$ cat src/rtl/vb_io_pkg.sv
// -----------------------------------------------------------------------------
// vb_io_pkg
// Shared definitions for the keypad receive path:
//   - rx_state_e : capture FSM states (IDLE / SHIFT / DONE)
//   - KEY_*      : bit positions of each key inside a frame / the keys register
//   - NBITS_DEF  : default number of key bits carried per frame
// -----------------------------------------------------------------------------
package vb_io_pkg;

  typedef enum logic [1:0] {
    ST_IDLE  = 2'd0,
    ST_SHIFT = 2'd1,
    ST_DONE  = 2'd2
  } rx_state_e;

  localparam int KEY_START  = 7;
  localparam int KEY_SELECT = 6;
  localparam int KEY_B      = 5;
  localparam int KEY_A      = 4;
  localparam int KEY_DOWN   = 3;
  localparam int KEY_UP     = 2;
  localparam int KEY_LEFT   = 1;
  localparam int KEY_RIGHT  = 0;

  localparam int NBITS_DEF  = 8;

endpackage

$ cat src/rtl/key_debounce.sv
// -----------------------------------------------------------------------------
// key_debounce
// Accepts one raw key frame per strobe and only commits it to the visible key
// state once the same frame has been seen DEBOUNCE times in a row.
//
// Ports:
//   clk          in   system clock
//   rst          in   synchronous active-high reset
//   raw_i        in   NBITS raw frame, valid while strobe_i is high
//   strobe_i     in   one-cycle strobe marking a complete raw frame
//   keys_o       out  NBITS debounced key state (1 = pressed)
//   keys_valid_o out  set once the first debounced frame has been committed
//   press_irq_o  out  one-cycle pulse when any key bit goes 0->1
// -----------------------------------------------------------------------------
module key_debounce #(
  parameter int NBITS    = 8,
  parameter int DEBOUNCE = 2
) (
  input  logic             clk,
  input  logic             rst,
  input  logic [NBITS-1:0] raw_i,
  input  logic             strobe_i,
  output logic [NBITS-1:0] keys_o,
  output logic             keys_valid_o,
  output logic             press_irq_o
);

  localparam logic [3:0] DB = 4'(DEBOUNCE);

  logic [NBITS-1:0] cand_q, cand_d;
  logic [3:0]       dcnt_q, dcnt_d;
  logic [NBITS-1:0] keys_q, keys_d;
  logic             valid_q, valid_d;
  logic             irq_q, irq_d;

  always_comb begin
    cand_d  = cand_q;
    dcnt_d  = dcnt_q;
    keys_d  = keys_q;
    valid_d = valid_q;
    irq_d   = 1'b0;
    if (strobe_i) begin
      if (raw_i == cand_q) begin
        dcnt_d = (dcnt_q >= DB) ? DB : dcnt_q + 4'd1;
      end else begin
        cand_d = raw_i;
        dcnt_d = 4'd1;
      end
      // Decision uses the post-update counter/candidate so DEBOUNCE=1
      // commits on the very first frame of a new value.
      if ((dcnt_d == DB) && (cand_d != keys_q)) begin
        keys_d  = cand_d;
        valid_d = 1'b1;
        irq_d   = |(cand_d & ~keys_q);
      end
    end
  end

  always_ff @(posedge clk) begin
    if (rst) begin
      cand_q  <= '0;
      dcnt_q  <= '0;
      keys_q  <= '0;
      valid_q <= 1'b0;
      irq_q   <= 1'b0;
    end else begin
      cand_q  <= cand_d;
      dcnt_q  <= dcnt_d;
      keys_q  <= keys_d;
      valid_q <= valid_d;
      irq_q   <= irq_d;
    end
  end

  assign keys_o       = keys_q;
  assign keys_valid_o = valid_q;
  assign press_irq_o  = irq_q;

endmodule

$ cat src/rtl/key_deserializer.sv
// -----------------------------------------------------------------------------
// key_deserializer
// Receives the serial keypad link: after each csync, samples skey on every
// pvalid strobe (MSB first) to build an NBITS raw frame, then hands complete
// frames to the debouncer which drives the joypad-visible key state.
//
// Ports:
//   clk        in   system clock
//   rst        in   synchronous active-high reset (discards any partial frame)
//   csync      in   frame sync strobe; (re)starts a capture
//   pvalid     in   bit-slot strobe; one sample per high cycle
//   skey       in   serial key data
//   keys       out  NBITS debounced key state (1 = pressed)
//   keys_valid out  high once a debounced frame has been accepted
//   frame_done out  one-cycle pulse per complete raw frame
//   press_irq  out  one-cycle pulse when any key goes released->pressed
// -----------------------------------------------------------------------------
module key_deserializer
  import vb_io_pkg::*;
#(
  parameter int NBITS    = NBITS_DEF,
  parameter int DEBOUNCE = 2
) (
  input  logic             clk,
  input  logic             rst,
  input  logic             csync,
  input  logic             pvalid,
  input  logic             skey,
  output logic [NBITS-1:0] keys,
  output logic             keys_valid,
  output logic             frame_done,
  output logic             press_irq
);

  localparam int CW = (NBITS > 1) ? $clog2(NBITS) : 1;
  localparam logic [CW-1:0] LAST_BIT = CW'(NBITS - 1);

  rx_state_e        state_q, state_d;
  logic [CW-1:0]    bitcnt_q, bitcnt_d;
  logic [NBITS-1:0] shreg_q, shreg_d;

  always_comb begin
    state_d  = state_q;
    bitcnt_d = bitcnt_q;
    shreg_d  = shreg_q;
    unique case (state_q)
      ST_IDLE: begin
        if (csync) begin
          state_d  = ST_SHIFT;
          bitcnt_d = '0;
        end
      end
      ST_SHIFT: begin
        // csync beats pvalid: a sync mid-frame throws the partial frame away
        // and restarts without taking a sample in the sync cycle.
        if (csync) begin
          bitcnt_d = '0;
        end else if (pvalid) begin
          shreg_d = {shreg_q[NBITS-2:0], skey};
          if (bitcnt_q == LAST_BIT) begin
            state_d  = ST_DONE;
            bitcnt_d = '0;
          end else begin
            bitcnt_d = bitcnt_q + 1'b1;
          end
        end
      end
      ST_DONE: begin
        // A sync landing on the DONE cycle starts the next capture directly.
        state_d  = csync ? ST_SHIFT : ST_IDLE;
        bitcnt_d = '0;
      end
      default: begin
        state_d  = ST_IDLE;
        bitcnt_d = '0;
      end
    endcase
  end

  always_ff @(posedge clk) begin
    if (rst) begin
      state_q  <= ST_IDLE;
      bitcnt_q <= '0;
    end else begin
      state_q  <= state_d;
      bitcnt_q <= bitcnt_d;
    end
  end

  // Shift data needs no reset: it is only consumed after a full capture.
  always_ff @(posedge clk) begin
    shreg_q <= shreg_d;
  end

  assign frame_done = (state_q == ST_DONE);

  key_debounce #(
    .NBITS    (NBITS),
    .DEBOUNCE (DEBOUNCE)
  ) u_debounce (
    .clk          (clk),
    .rst          (rst),
    .raw_i        (shreg_q),
    .strobe_i     (frame_done),
    .keys_o       (keys),
    .keys_valid_o (keys_valid),
    .press_irq_o  (press_irq)
  );

endmodule
$ cat config.mk
export PLATFORM = sky130hd
export DESIGN_NAME = key_deserializer
export DESIGN_NICKNAME = d
export VERILOG_FILES = /design/src/rtl/vb_io_pkg.sv /design/src/rtl/key_debounce.sv /design/src/rtl/key_deserializer.sv
export SDC_FILE = /design/constraint.sdc
export NUM_CORES = 1
export LEC_CHECK = 0
export ABC_AREA = 0
export CAP_MARGIN = 30
export CORE_ASPECT_RATIO = 0.8
export CORE_MARGIN = 2
export CORE_UTILIZATION = 30
export DETAILED_ROUTE_END_ITERATION = 12
export GPL_ROUTABILITY_DRIVEN = 1
export HOLD_SLACK_MARGIN = 0.02
export SLEW_MARGIN = 20
export SYNTH_ARGS = -nofsm -noshare
export SYNTH_HDL_FRONTEND = slang
export SYNTH_HIERARCHICAL = 1
export SYNTH_SLANG_ARGS = --single-unit
export TNS_END_PERCENT = 20
$ cat constraint.sdc
create_clock -name clk -period 3.5 [get_ports clk]
set_input_delay 0.7 -clock clk [delete_from_list [all_inputs] [get_ports clk]]
set_output_delay 0.7 -clock clk [all_outputs]
set_load 0.1 [all_outputs]
# Yosys cells after proc, flatten, opt, wreduce, memory -nomap -nowiden
# Cells that the tools add are included.
# word_totals
reg_bits	35
input_bits	5
out_inout_bits	11
elab_cells	51
# op_classes
addsub	2
n_lt_le_gt_ge	1
n_eq_ne	11
n_mux	16
bitwise	5
reduce_logical	8
# ops
op	count
$mux W8	2
$mux W3	4
$mux W4	3
$and A8 B8 Y8	1
$eq A8 B8 Y1	1
$mux W2	4
$ne A2 B2 Y1 const B	4
$ne A8 B8 Y1	1
$not A8 Y8	1
$reduce_or A8 Y1	1
$pmux W2 S3	1
$pmux W3 S2	1
$add A4 B1 Y4 const B	1
$eq A4 B2 Y1 const B	1
$ge A4 B2 Y1 const B	1
$reduce_and A2 Y1	2
$reduce_and A4 Y1	1
$add A3 B1 Y3 const B	1
$eq A3 B3 Y1 const B	1
$ne A3 B3 Y1 const B	1
$not A1 Y1	3
$reduce_and A3 Y1	1
$reduce_or A3 Y1	1
$eq A2 B1 Y1 const B	1
other kinds (4)	4

# Logic depth before layout (Yosys ltp)
# depth
ltp_word	8
depth_mapped	7
ltp_nobuf	6

# By module
# The synthesis kept the hierarchy.
# by_module_without_submodules
module	n_inst	cells_each	area_per_inst_um2	seq_area_each_um2
key_debounce	1	127	1227.4	440.4
key_deserializer	1	34	509.2	340.3

# Worst setup path after synthesis
# Ideal clock, no wire load.
# synth_path
path_type	reg-to-reg
startpoint	register u_debounce.keys_q[1], in the netlist u_debounce/keys_o[1]
endpoint	register u_debounce.valid_q, in the netlist u_debounce/keys_valid_o
setup_time_ns	0.116
t_arrival_ns	2.086
required_ns	3.384
path_slack_ns	1.297
path_stages_with_launch	8
n_path_buf	1
synth_period_minus_slack_ns	2.203
cell_sequence	dfxtp_1 inv_1 ha_1 nand4_1 a2bb2oi_1 and4_1 buf_6 o21ba_1
# synth_between
elab_chain_cells	3
# synth_rtl
element	line_no	rtl
start, declared	key_debounce.sv:32	logic [NBITS-1:0] keys_q, keys_d;
start signal, assigned	key_debounce.sv:69	keys_q <= keys_d;
$ne A8 B8 Y1	key_debounce.sv:51	if ((dcnt_d == DB) && (cand_d != keys_q)) begin
$logic_and A1 B1 Y1	key_debounce.sv:51	
$reduce_and A2 Y1 (no line)	-	
end signal, assigned	key_debounce.sv:70	valid_q <= valid_d;
end, declared	key_debounce.sv:33	logic valid_q, valid_d;
# No other way between the ends.
# A chain may end at the register's enable or synchronous reset.

# Worst setup path after layout
# layout_path
startpoint	register u_debounce.keys_q[0], in the netlist u_debounce/keys_o[0]
endpoint	output keys[0]
# layout_rtl
element	line_no	rtl
end, declared	key_deserializer.sv:29	output logic [NBITS-1:0] keys,
# No word-level cell between the ends.

==> PnR_summary.wiki <==
{| class="wikitable"
! Metric !! Value
|-
| Run status || complete, no violations
|-
| Synthesis-to-finish area growth || 16.14%
|-
| Post-CTS repair timing setup buffer count || 0
|-
| Number of hold-slack violations in the final timing report || 0
|-
| Share of the clock period used by the worst path || 0.7127
|-
| Capturing point of the worst reg2reg path || u_debounce/keys_o[1]
|-
| First-pass GRT wire length || 4.933 mm
|-
| Slew at the pin closest to its max-slew limit || approximately 1 ns
|-
| Data arrival time at the worst-slack endpoint || around 1.8 ns
|-
| Power per cell area || between 300 and 400 mW/mm^2
|-
| Largest voltage drop on the vdd net || roughly 190 uV
|-
| Combinational fraction of design power || 0.039
|-
| Final core utilization || 0.3650
|-
| Fraction of final layout cells sized beyond drive strength 1 || 0.1040
|-
| Switching share of power || 0.2162
|-
| CP required || 2.80 ns
|-
| Post-synth design cell area || 0.001737 sq mm
|-
| Starting density of the core || 0.3143
|-
| Core region area || around 0.0055 sq mm
|-
| Number of buffer cells added on primary ports || 15
|-
| Clock tree from TritonCTS || done
|-
| Footprint of the multi-input gates || 853.3 sq um
|-
| M3 GR Usage || 0.03527
|-
| Worst max-slew margin expressed relative to the limit || 0.3494
|-
| Post-Route WL || 2.881 mm
|-
| Post-detailed-route via-to-cell ratio || 4.299
|-
| Share of total power in the clock network || 0.382
|-
| Clock root buffer master || clkbuf_8
|-
| Gpl congestion || approximately 0.73
|-
| Tot GR Track Use || 0.09974
|-
| Largest net degree at the start of global routing || 21
|-
| Netlist cell types || 36
|-
| Worst Hold Path Cells || 1
|-
| Max-cap violation count || 0
|-
| Pins over their slew limit || 0
|-
| Critical path type || flip-flop to output pin
|-
| Aggregate negative setup slack || 0 ns
|-
| CTS H-tree lvls || 2
|-
| Area occupied by registers || 780.7 sq um
|-
| Die boundary width || between 80 and 90 um
|-
| Cell depth of the worst flop-to-flop path || 5
|-
| Total overflow reported by the global router || 0
|-
| Type of the most critical hold path || flip-flop to flip-flop
|-
| Iteration-0 DRC count of the detailed router || 18
|-
| Total of endpoints with negative setup slack in the final report || 0
|-
| Endpoint class of the critical path || output pin
|-
| Slowest stage cell on the critical path || clkdlybuf4s50_1
|-
| Number of buffers and inverters on the critical path || 1
|-
| Post-DP HPWL || between 2 and 2.5 mm
|-
| Vias in the first global route || ~1100
|-
| CP Max Fanout || 3
|-
| Antenna violations before repair || 0
|-
| Busiest metal layer after global routing || met2
|-
| Hold worst-path end || u_debounce/keys_valid_o
|-
| Met2 GRT Util || 0.1443
|-
| Final Skew || 0.004066 ns
|-
| Via count || between 1000 and 1500
|-
| Syn Nets || approximately 180
|-
| Count of antenna diodes in the layout || 0
|-
| Internal power || around 0.00057 W
|-
| Clk pin slew, worst setup/hold paths || about 0.07 ns
|-
| Worst reg2reg setup slack || approximately 1.5 ns
|-
| Gates resized, CTS repair || 0
|-
| Deepest clock path buffer count || 2
|-
| Total number of yosys warnings || 6
|-
| Post-place setup slack || 1.275 ns
|-
| Final worst setup slack || between 1 and 1.5 ns
|-
| # nets final || 189
|-
| Die area || approximately 0.0064 sq mm
|-
| EDFF count, synth || 8
|-
| Cell chain of the critical path || clkdlybuf4s50_1
|-
| CTS Sinks || 35
|-
| Total CTS buffers || 5
|-
| Startpoint of the tightest hold check path || u_debounce/keys_valid_o
|-
| Mean Syn Cell Area || ~11 sq um
|-
| Main synth FF type || dfxtp_1
|-
| Number of instances in the synthesized netlist || approximately 160
|-
| Detailed-route wire length per cell || 11.48 um
|-
| Flip-flop and latch count after synthesis || 35
|-
| Proportion of register bits with asynchronous set or reset after synthesis || 0
|-
| Share of synthesized area occupied by flip-flops and latches || 0.4496
|-
| Final-layout fill cell count || between 500 and 600
|-
| Met1 track demand over resource in global routing || 0.1381
|-
| Clk_lat worst skew || approximately 0.28 ns
|-
| Number of nets still failing antenna checks after routing || 0
|-
| Source of the worst register-to-register timing path || shreg_q[7]
|-
| Peak clock frequency supported by timing || 400.9 MHz
|-
| DRC viols || 0
|-
| Pre-antenna DRT Iters || 4
|-
| Leakage power || just over 0.7 nW
|-
| Net switching power figure || roughly 0.00016 W
|-
| Die height || ~70 um
|-
| Unrepaired setup endpoints after global routing || no
|-
| Largest incremental delay on the critical path || approximately 1.2 ns
|-
| CP startpoint kind || flip-flop
|-
| Largest delay share family, worst path || buffers and inverters
|-
| Count of standard-cell rows || 24
|-
| Seq pwr share || 0.579
|-
| Hold-fix buffers at CTS || 0
|-
| IO Pins || 16
|-
| Final Critical Period || roughly 2.5 ns
|}
## synth_stat cells (all sizes together), types with 2 or more instances
cell | instances | area [sq um]
inv | 9 | 33.78
a21oi | 7 | 46.30
clkbuf | 10 | 37.54
a21boi | 3 | 22.52
ha | 12 | 150.1
dfxtp | 27 | 540.5
nand3 | 4 | 20.02
or2b | 2 | 15.01
nand2b | 18 | 112.6
nand4 | 2 | 12.51
edfxtp | 8 | 240.2
xor2 | 8 | 70.07
nor4 | 6 | 73.82
a21bo | 3 | 30.03
nor2 | 9 | 33.78
mux2i | 16 | 160.2
buf | 3 | 21.27
## layout make-up
class | count | share of cell area
clock inverter | 1 | 0.002481
timing repair buffer | 18 | 0.08437
clock buffer | 7 | 0.03784
tap | 78 | 0.04839
multi-input combinational | 103 | 0.4231
sequential | 35 | 0.3871
inverter | 9 | 0.01675
## layout by cell type (no fill, tap or decap), types with 2 or more instances in the layout
master           count
or2b_1               2
dfxtp_1             27
a21oi_1              4
nand3_1              4
clkbuf_8             5
nor2_1               9
inv_1                9
xor2_1               8
buf_4                4
mux2i_1             16
nor4_4               2
clkbuf_1             2
a21boi_1             2
nand4_1              2
a21oi_2              3
clkdlybuf4s50_1     14
edfxtp_1             8
a21bo_1              3
nor4_1               3
nand2b_1            18
ha_1                12
## kinds of logic after synthesis
kind of cell    after synthesis  share of synthesized area
fa+ha+maj                    12                    0.08645
xor+xnor                      8                    0.04035
buf+inv                      23                    0.05908
simple gates                 50                     0.1952
compound gates               17                    0.07710
flops                        35                     0.4496
mux                          16                    0.09222
## registers in the layout, summed over array words and instances (netlist names)
signal                   flops
u_debounce/dcnt_q            4
shreg_q                      8
u_debounce/cand_q            8
u_debounce/press_irq_o       1
u_debounce/keys_o            8
bitcnt_q                     3
state_q                      2
u_debounce/keys_valid_o      1
## worst max path at each step
stage | endpoint | depth (start not counted) | from | slack [ns]
after global placement | keys[4] | 1 | u_debounce/keys_o[4] | 1.31
final | keys[0] | 1 | u_debounce/keys_o[0] | 1.01
after global routing | keys[4] | 1 | u_debounce/keys_o[4] | 0.94
after CTS | keys[0] | 1 | u_debounce/keys_o[0] | 0.99
after floorplan | u_debounce/keys_valid_o | 7 | u_debounce/keys_o[1] | 1.30
after detailed placement | u_debounce/keys_o[4] | 4 | rst | 1.27
## power groups by stage
stage | registers [W] | logic [W] | clock network, W
final | 0.000421 | 0.0000286 | 0.000277
after floorplan | 0.000427 | 0.0000212 | 0
after global placement | 0.000430 | 0.0000287 | 0
after global routing | 0.000421 | 0.0000320 | 0.000309
after CTS | 0.000421 | 0.0000291 | 0.000287
after detailed placement | 0.000430 | 0.0000291 | 0
## through the flow
stage / hold WS [ns] / instance area (sq um) / instances / power, W
6_report: 0.4726 / 2017 / 251 / 0.0007265
3_3_place_gp: 0.4623 / 1936 / 243 / 0.0004584
2_1_floorplan: 0.4564 / 1737 / 161 / 0.0004478
4_1_cts: 0.4785 / 2017 / 251 / 0.0007368
5_1_grt: 0.5065 / 2017 / 251 / 0.0007616
3_5_place_dp: 0.4608 / 1936 / 243 / 0.0004588
## routing by layer
metal | routed length [um] | part of all wire
met1 | 1530 | 0.53
met3 | 101 | 0.035
met4 | 18 | 0.0062
met5 | 0 | 0
met2 | 1231 | 0.43
Power figures use the tool's default switching activity.
